### config.mk
export PLATFORM = sky130hd
export DESIGN_NAME = microwave_timer
export DESIGN_NICKNAME = d
export VERILOG_FILES = /design/src/rtl/microwave_pkg.sv /design/src/rtl/btn_pulse.sv /design/src/rtl/microwave_timer.sv
export SDC_FILE = /design/constraint.sdc
export NUM_CORES = 1
export LEC_CHECK = 0
export CORE_ASPECT_RATIO = 0.8
export CORE_UTILIZATION = 45
export CTS_CLUSTER_DIAMETER = 40
export CTS_CLUSTER_SIZE = 16
export DETAILED_ROUTE_END_ITERATION = 16
export PLACE_DENSITY = 0.69
export SYNTH_ARGS = -nofsm -noshare
export SYNTH_HDL_FRONTEND = slang
export SYNTH_SLANG_ARGS = --single-unit
### constraint.sdc
create_clock -name clk -period 5.65 [get_ports clk]
set_input_delay 0.8475 -clock clk [delete_from_list [all_inputs] [get_ports clk]]
set_output_delay 0.8475 -clock clk [all_outputs]
set_load 0.02 [all_outputs]
### src/rtl/microwave_pkg.sv
// Shared time-of-day types for the microwave countdown and its display decoder.
// mmss_t carries minutes/seconds in plain binary.
package microwave_pkg;

    localparam int SEC_PER_MIN = 60;
    localparam int SEC_MAX     = 59;

    typedef struct packed {
        logic [6:0] min;
        logic [5:0] sec;
    } mmss_t;

endpackage

### src/rtl/btn_pulse.sv
// Raw keypad level -> 2-FF synchroniser -> single-cycle pulse on the rising edge.
// The pulse is combinational from the last two flops, so it is consumed on the third edge after the raw rise.
module btn_pulse (
    input  logic clk,
    input  logic rst,
    input  logic in,
    output logic pulse
);

    logic r_sync1;
    logic r_sync2;
    logic r_prev;

    always_ff @(posedge clk or posedge rst) begin
        if (rst) begin
            r_sync1 <= 1'b0;
            r_sync2 <= 1'b0;
            r_prev  <= 1'b0;
        end else begin
            r_sync1 <= in;
            r_sync2 <= r_sync1;
            r_prev  <= r_sync2;
        end
    end

    assign pulse = r_sync2 & ~r_prev;

endmodule

### src/rtl/microwave_timer.sv
// Cook-time countdown: keypad sets mm:ss, counts down once per second while heat is high,
// and pulses finish to the heat controller when the time runs out.
module microwave_timer
    import microwave_pkg::*;
#(
    parameter int CLK_DIV  = 50_000_000,
    parameter int MAX_MIN  = 99,
    parameter int SEC_STEP = 10
) (
    input  logic       clk,
    input  logic       rst,
    input  logic       add_min,
    input  logic       add_sec,
    input  logic       clear,
    input  logic       heat,
    output logic [6:0] minutes,
    output logic [5:0] seconds,
    output logic       running,
    output logic       finish
);

    localparam int PW = (CLK_DIV > 2) ? $clog2(CLK_DIV) : 1;
    localparam logic [PW-1:0] PRESC_TC = PW'(CLK_DIV - 1);

    logic [2:0] w_raw;
    logic [2:0] w_pulse;

    assign w_raw = {clear, add_sec, add_min};

    generate
        for (genvar gi = 0; gi < 3; gi++) begin : g_btn
            btn_pulse u_btn (
                .clk   (clk),
                .rst   (rst),
                .in    (w_raw[gi]),
                .pulse (w_pulse[gi])
            );
        end
    endgenerate

    logic w_add_min_p;
    logic w_add_sec_p;
    logic w_clear_p;

    assign w_add_min_p = w_pulse[0];
    assign w_add_sec_p = w_pulse[1];
    assign w_clear_p   = w_pulse[2];

    mmss_t         r_time;
    logic [PW-1:0] r_presc;
    logic          r_heat_q;
    logic          r_finish;

    logic       w_zero;
    logic       w_tick;
    logic       w_clear_now;
    logic [7:0] w_min;
    logic [7:0] w_sec;
    logic       w_next_zero;

    assign w_zero      = (r_time.min == 7'd0) && (r_time.sec == 6'd0);
    assign w_tick      = heat && !w_zero && (r_presc == PRESC_TC);
    assign w_clear_now = w_clear_p && !heat;

    // 8-bit scratch so a carry past 127 minutes is still seen by the saturation check.
    always_comb begin
        w_min = {1'b0, r_time.min};
        w_sec = {2'b0, r_time.sec};
        if (w_clear_now) begin
            w_min = 8'd0;
            w_sec = 8'd0;
        end else begin
            if (w_tick) begin
                if (w_sec == 8'd0) begin
                    w_sec = 8'(SEC_MAX);
                    w_min = w_min - 8'd1;
                end else begin
                    w_sec = w_sec - 8'd1;
                end
            end
            if (w_add_min_p) begin
                w_min = w_min + 8'd1;
            end
            if (w_add_sec_p) begin
                w_sec = w_sec + 8'(SEC_STEP);
                if (w_sec >= 8'(SEC_PER_MIN)) begin
                    w_sec = w_sec - 8'(SEC_PER_MIN);
                    w_min = w_min + 8'd1;
                end
            end
            if (w_min > 8'(MAX_MIN)) begin
                w_min = 8'(MAX_MIN);
                w_sec = 8'(SEC_MAX);
            end
        end
    end

    assign w_next_zero = (w_min == 8'd0) && (w_sec == 8'd0);

    always_ff @(posedge clk or posedge rst) begin
        if (rst) begin
            r_time   <= '0;
            r_presc  <= '0;
            r_heat_q <= 1'b0;
            r_finish <= 1'b0;
        end else begin
            r_time.min <= w_min[6:0];
            r_time.sec <= w_sec[5:0];
            r_heat_q   <= heat;
            // Partial second is kept across a heat=0 pause; only clear or an empty timer resets it.
            if (w_clear_now || w_zero) begin
                r_presc <= '0;
            end else if (heat) begin
                r_presc <= w_tick ? '0 : r_presc + PW'(1);
            end
            r_finish <= (w_tick && w_next_zero) || (heat && !r_heat_q && w_zero);
        end
    end

    assign minutes = r_time.min;
    assign seconds = r_time.sec;
    assign running = heat && !w_zero;
    assign finish  = r_finish;

endmodule

==> flow_summary_export.csv, run 1 <==
group,metric,value,unit
outcome,run_status,"complete, no violations",
synth,synth_warnings,0,
clocking,clock_sinks,50,
floorplan,die_w,105,µm
run,maxCapViolations,0,
sta,finalSetupViolations,0,
sta,min_period,4.96,ns
global_route,groute.usage.overall,22.6,%
global_route,antenna_found_initial,0,
critical_path,arrival,5.18,ns
final_layout,multi_input_area,2430,µm²
placed_design,dpl.hpwl,7180,µm
floorplan,num_rows,29,
global_route,grt_pass1_wl,15900,µm
final_layout,n_fill_cell,759,
clocking,cts_tree,"yes",
sta,worst_pin_slew,0.949,ns
final_layout,syn2layout_area_growth,10.2,%
critical_path,critPathTopFamily,"compound AO/OA/AOI/OAI gates",
clocking,cts_buffer_depth,2,
synth,synth-main-ff-cell,"dfrtp_1",
drt,post_drt_wl_per_cell,16.8,µm
clocking,clock_latency,0.30,ns
critical_path,cp_cell_sequence,"inv_1, ha_1, nor2b_1, nand3_1, buf_4, o2111ai_1, o21ai_0, ha_1, ha_1, a21oi_1, nand2_1, o22a_1, a31oi_2, nor2_1, xnor2_1, o211ai_1, and2_1, nor3b_1",
drt,drt_pre_antenna_iters,5,
drt,via_per_inst,6.18,
sta,slew_headroom,36.2,%
critical_path,timing.rr.start,"minutes[0]",
floorplan,die-area,8880,µm²
power_and_ir_drop,power_density,320,nW/µm²
global_route,overflow,0,
final_layout,seqCellArea,1250,µm²
critical_path,slowest_stage,"dfrtp_1",
final_layout,drive_gt1_share,8.80,%
drt,ant_nets,0,
drt,post-route-drc-count,0,
drt,routed_wl,9620,µm
sta,drv_slew,0,
placed_design,port_buffers,20,
critical_path,slowest_delay,0.53,ns
synth,synthCells,452,
clocking,post_cts_resized,0,
critical_path,end_kind,"register",
clocking,root_buffer,"clkbuf_8",
critical_path,worst_path_most_repeated_cell,"ha_1",
power_and_ir_drop,ir_drop,173,µV
sta,fin_ws,0.688,ns
synth,ys_seq_area_share,32.7,%
final_layout,diodes,0,
drt,vias,3549,
critical_path,path_buf_inv,2,
clocking,postCtsHoldBufs,0,
critical_path,start_kind,"register",
sta,period_share,87.8,%
placed_design,place_ws,0.436,ns
sta,rsz0062_at_grt,"false",
critical_path,critPathMaxFanout,10,
floorplan,coreArea,8090,µm²
clocking,post_cts_buffers,0,
critical_path,cp-startpoint,"minutes[0]",
synth,syn_area,3830,µm²
synth,synth_edf_count,0,
sta,finClkSkew,0.0174,ns
critical_path,cp.required,5.86,ns
drt,drtIter0Drc,255,
floorplan,initial_core_util,47.3,%
sta,clock.fmax,0.202,GHz
synth,avgSynthCellArea,8.46,µm²
global_route,grt_pass1_vias,3180,
hold_path,hold_class,"reg2reg",
synth,async_flop_share,100,%
floorplan,dieHeight,84.5,µm
placed_design,place.gp.congestion,0.877,
clocking,htree_num_levels,2,
hold_path,hp-start,"g_btn[1].u_btn.r_sync1",
synth,synth_cell_types,72,
clocking,numCtsBuffers,5,
global_route,grt_start_max_net_pins,51,
sta,hold_viol,0,
clocking,clkSlewWorstSetupHoldPaths,0.10,ns
critical_path,path_class,"reg2reg",
floorplan,boundaryPins,21,
synth,synth_nets,466,
final_layout,fin_nets,479,
synth,ys_ff_latch,50,
sta,setup-tns-final,0,ns
power_and_ir_drop,leakage,1.71,nW
## per-stage QoR
step / hold WS, ns / cell area, µm² / cells / utilization [%] / power [W]
finish: 0.352 / 4220 / 574 / 52.1 / 0.00135
global route: 0.360 / 4220 / 574 / 52.1 / 0.00145
CTS: 0.355 / 4220 / 574 / 52.1 / 0.00135
detailed placement: 0.336 / 4130 / 566 / 51.0 / 0.00113
global placement: 0.334 / 4130 / 566 / 51.0 / 0.00112
floorplan: 0.331 / 3830 / 452 / - / 0.000933
## flip-flops by register name (all words and copies together), names as in the netlist
signal	flops
r_presc	26
minutes	7
seconds	6
g_btn.u_btn.r_prev	3
g_btn.u_btn.r_sync1	3
g_btn.u_btn.r_sync2	3
finish	1
r_heat_q	1
## layout by cell type (no fill, tap or decap), types with 14 or more instances in the layout
cell type / count
dfrtp_1: 50
xor2_1: 17
nand4_1: 14
xnor2_1: 16
nand2_1: 42
nor2_1: 43
clkdlybuf4s50_1: 20
and3_1: 15
a21oi_1: 21
o21ai_0: 33
nand3_1: 22
## cell families (layout without fill, tap and decap cells)
kind of cell             after synthesis  after routing  synth area share (%)
flip-flops                            50             50                  32.7
multiplexers                           5              5                  1.34
buffers and inverters                 35             49                  3.92
XOR/XNOR                              36             36                  9.12
adder cells (fa/ha/maj)                8              8                  2.62
AO/OA/AOI/OAI                        104            104                  18.1
AND/OR/NAND/NOR                      214            214                  32.2
## final timing paths
kind | cells past startpoint | slack [ns] | endpoint
max in group asynchronous | 3 | 4.20 | r_presc[10]
max reg2reg | 18 | 0.69 | minutes[4]
max | 18 | 0.69 | minutes[4]
min in group asynchronous | 3 | 1.02 | g_btn[0].u_btn.r_sync1
min reg2reg | 0 | 0.35 | g_btn[1].u_btn.r_sync2
min | 0 | 0.35 | g_btn[1].u_btn.r_sync2
## power breakdown
part,switching [W],total (W),internal (W)
logic,0.000401,0.000665,0.000264
clock network,0.000118,0.000217,0.0000991
registers,0.0000704,0.000466,0.000396
total,0.000590,0.00135,0.000759
## final cells by class
cell class              count  area share, %
clock buffers               7           2.05
flip-flops and latches     50           29.7
inverters                  13           1.16
well taps                 108           3.20
repair buffers             28           6.17
multi-input cells         367           57.6
clock inverters             1          0.119
## cells in the mapped netlist, drive strengths merged (5+ instances only)
master	n	area, µm²
a21oi	21	105
a31oi	14	109
and2	8	50.1
and3	15	93.8
and4	7	63.8
buf	10	56.3
clkbuf	12	45.0
dfrtp	50	1250
ha	8	100
inv	13	48.8
nand2	44	170
nand3	22	110
nand4	15	100
nor2	44	168
nor2b	6	37.5
nor3	14	80.1
nor4	6	37.5
o21ai	34	170
o31ai	5	42.5
or3	7	43.8
xnor2	18	173
xor2	18	176
## per-layer routing
| layer | GRT usage (%) | up-vias | wire length (µm) |
|---|---|---|---|
| li1 | - | 1684 | - |
| met1 | 34.5 | 1708 | 4810 |
| met2 | 32.6 | 143 | 4050 |
| met3 | 3.80 | 14 | 619 |
| met4 | 6.53 | 0 | 137 |
| met5 | 0 | - | 0 |
Note: power is estimated with default switching activity, not from simulation.
==> run 2, diff against run 1 <==
--- a/config.mk
+++ b/config.mk
@@ -5,6 +5,7 @@
 export SDC_FILE = /design/constraint.sdc
 export NUM_CORES = 1
 export LEC_CHECK = 0
+export CAP_MARGIN = 20
 export CORE_ASPECT_RATIO = 0.8
 export CORE_UTILIZATION = 45
 export CTS_CLUSTER_DIAMETER = 40
@@ -13,4 +14,5 @@
 export PLACE_DENSITY = 0.69
 export SYNTH_ARGS = -nofsm -noshare
 export SYNTH_HDL_FRONTEND = slang
+export SYNTH_HIERARCHICAL = 1
 export SYNTH_SLANG_ARGS = --single-unit
==> run 2 against run 1 <==
Against the previous run:
- core utilization up 0.21 points
- maximum frequency down 5.8%
- largest cell class unchanged
- global-route usage up 0.52 points
- via count down 1.9%
- area after synthesis decreased by 1.9%
- total power is 17% higher
- combinational power increased by 33%
- critical path depth fell by 2
==> flow_summary_export.csv, run 2 <==
group,metric,value,unit
outcome,run_status,"complete, no violations",
global_route,grt_start_max_net_pins,42,
power_and_ir_drop,power_density,376,nW/µm²
floorplan,boundaryPins,21,
critical_path,cp-startpoint,"minutes[5]",
clocking,htree_num_levels,2,
clocking,clock_latency,0.32,ns
clocking,numCtsBuffers,5,
synth,yosys.area.top_type,"dfrtp_1",
power_and_ir_drop,leakage,1.67,nW
drt,routed_wl,9640,µm
floorplan,die-area,8720,µm²
hold_path,hold_class,"reg2reg",
drt,drtIter0Drc,290,
final_layout,drive_gt1_share,10.7,%
final_layout,multi_input_area,2360,µm²
run,maxCapViolations,0,
final_layout,mostFrequentLayoutCell,"nand2_1",
drt,via_per_inst,5.94,
critical_path,arrival,5.43,ns
critical_path,rrSetupSlack,0.38,ns
synth,async_flop_share,100,%
global_route,antenna_found_initial,0,
critical_path,timing.rr.start,"minutes[5]",
sta,timing.hold.ws,0.361,ns
floorplan,num_rows,29,
critical_path,critPathMaxFanout,11,
clocking,clkSlewWorstSetupHoldPaths,0.10,ns
synth,synth_nets,472,
sta,setup-tns-final,0,ns
clocking,cts_tree,"yes",
floorplan,coreArea,8020,µm²
synth,synthCells,458,
sta,hold_viol,0,
synth,ys_top_cells_by_count,"nand2_1 (57), dfrtp_1 (50), nor2_1 (44)",
global_route,overflow,0,
clocking,clock_sinks,50,
synth,synth-main-ff-cell,"dfrtp_1",
synth,synth.area.top_cells,"dfrtp_1 (33%), nand2_1 (5.7%), o21ai_0 (5.3%)",
drt,post_drt_wl_per_cell,16.5,µm
final_layout,layout_common_cells,"nand2_1 (57), dfrtp_1 (50), nor2_1 (44)",
final_layout,fin_cells,586,
critical_path,cp.required,5.81,ns
sta,drv_slew,0,
clocking,post_cts_resized,0,
placed_design,placedCellCount,578,
floorplan,initial_core_util,46.8,%
final_layout,diodes,0,
sta,finClkSkew,0.0154,ns
global_route,groute.usage.overall,23.1,%
floorplan,die_w,104,µm
final_layout,syn2layout_area_growth,11.7,%
sta,rsz0062_at_grt,"false",
global_route,grt_pass1_wl,16300,µm
sta,period_share,93.2,%
final_layout,largest-register,"r_presc",
drt,ant_nets,0,
placed_design,dpl.hpwl,7140,µm
synth,synth_cell_types,66,
clocking,cts_buffer_depth,2,
synth,ys_seq_area_share,33.3,%
final_layout,n_fill_cell,746,
final_layout,largest_register_ff_count,26,
synth,ys_ff_latch,50,
synth,yosysMostFrequentCell,"nand2_1",
sta,clock.fmax,0.190,GHz
sta,slew_headroom,31.0,%
critical_path,slowest_delay,0.70,ns
synth,synth_warnings,6,
clocking,postCtsHoldBufs,0,
critical_path,start_kind,"register",
drt,drt_pre_antenna_iters,5,
critical_path,slowest_stage,"or4_1",
drt,vias,3481,
critical_path,cp_cell_sequence,"or4_1, o41ai_4, and4b_1, nand2_1, mux2_2, ha_1, xnor2_1, ha_1, nand2_1, nor4_1, a31oi_1, a211o_1, or4_4, o21bai_2, a31oi_1, nor3b_2",
floorplan,dieHeight,83.7,µm
critical_path,crit_end,"seconds[2]",
synth,avgSynthCellArea,8.20,µm²
power_and_ir_drop,ir_drop,281,µV
clocking,post_cts_buffers,0,
synth,syn_area,3750,µm²
sta,finalSetupViolations,0,
sta,worst_pin_slew,1.03,ns
clocking,root_buffer,"clkbuf_8",
critical_path,end_kind,"register",
critical_path,r2r-end,"seconds[2]",
drt,post-route-drc-count,0,
placed_design,port_buffers,20,
final_layout,final_util,52.3,%
critical_path,path_class,"reg2reg",
global_route,grt_pass1_vias,3162,
critical_path,r2r_cells,16,
final_layout,seqCellArea,1250,µm²
synth,yosysTopAreaCellShare,33.3,%
synth,synth_edf_count,0,
placed_design,place.gp.congestion,0.899,
final_layout,fin_nets,491,
sta,min_period,5.27,ns
[run 2: cell types whose count changed after synthesis, moves of 4 or more]
cell	change
nand2_1	+15
xor2_1	-10
o21ai_0	+7
and4_1	-6
and3_1	-5
xnor2_1	+5
a211oi_1	+4
and2_1	-4
buf_2	-4
clkbuf_1	+4
mux2i_1	+4
[run 2: layout make-up]
class	instances	share of cell area, %
multi-input cells	371	56.2
flip-flops and latches	50	29.8
repair buffers	33	7.10
well taps	108	3.22
clock buffers	5	1.64
inverters	16	1.43
clock inverters	3	0.537
[run 2: report_power, final]
group / internal (W) / switching (W) / leakage (nW) / total (W)
clock network: 0.0000900 / 0.000134 / 0.0489 / 0.000224
registers: 0.000401 / 0.0000638 / 0.659 / 0.000465
logic: 0.000354 / 0.000533 / 0.963 / 0.000886
total: 0.000845 / 0.000731 / 1.67 / 0.00158
[run 2: worst max-delay path, delay by kind of cell (launching register included)]
kind            cells  cell delay (ns)
compound gates      5             1.23
xor+xnor            1             0.25
fa+ha+maj           2             0.57
flops               1             0.49
mux                 1             0.34
simple gates        7             2.23
[run 2: worst min path at each step]
stage	endpoint	slack (ns)	cells after the start	startpoint
CTS	g_btn[0].u_btn/r_sync2	0.36	0	g_btn[0].u_btn/r_sync1
detailed placement	g_btn[1].u_btn/r_sync2	0.34	0	g_btn[1].u_btn/r_sync1
global route	g_btn[0].u_btn/r_sync2	0.37	0	g_btn[0].u_btn/r_sync1
finish	g_btn[0].u_btn/r_sync2	0.36	0	g_btn[0].u_btn/r_sync1
global placement	g_btn[0].u_btn/r_sync2	0.34	0	g_btn[0].u_btn/r_sync1
floorplan	g_btn[0].u_btn/r_sync2	0.33	0	g_btn[0].u_btn/r_sync1
[run 2: per-stage QoR]
step,area (µm²),power [W],worst slack [ns]
final,4200,0.00158,0.385
after global routing,4200,0.00168,0.0527
after CTS,4200,0.00156,0.464
after detailed placement,4100,0.00133,0.337
after global placement,4100,0.00133,0.447
after floorplan,3750,0.00108,0.606
[run 2: logic make-up after synthesis]
| kind of cell | share of synthesized area [%] |
|---|---|
| AO/OA/AOI/OAI | 18.6 |
| AND/OR/NAND/NOR | 30.8 |
| multiplexers | 3.70 |
| XOR/XNOR | 6.96 |
| flip-flops | 33.3 |
| buffers and inverters | 3.97 |
| adder cells (fa/ha/maj) | 2.67 |
[run 2: metal layers]
| layer | vias up | track usage (%) | wire length [µm] |
|---|---|---|---|
| met4 | 0 | 3.51 | 66 |
| met2 | 145 | 31.9 | 3890 |
| met1 | 1638 | 35.8 | 4860 |
| li1 | 1689 | - | - |
| met5 | - | 0 | 0 |
| met3 | 9 | 6.56 | 821 |
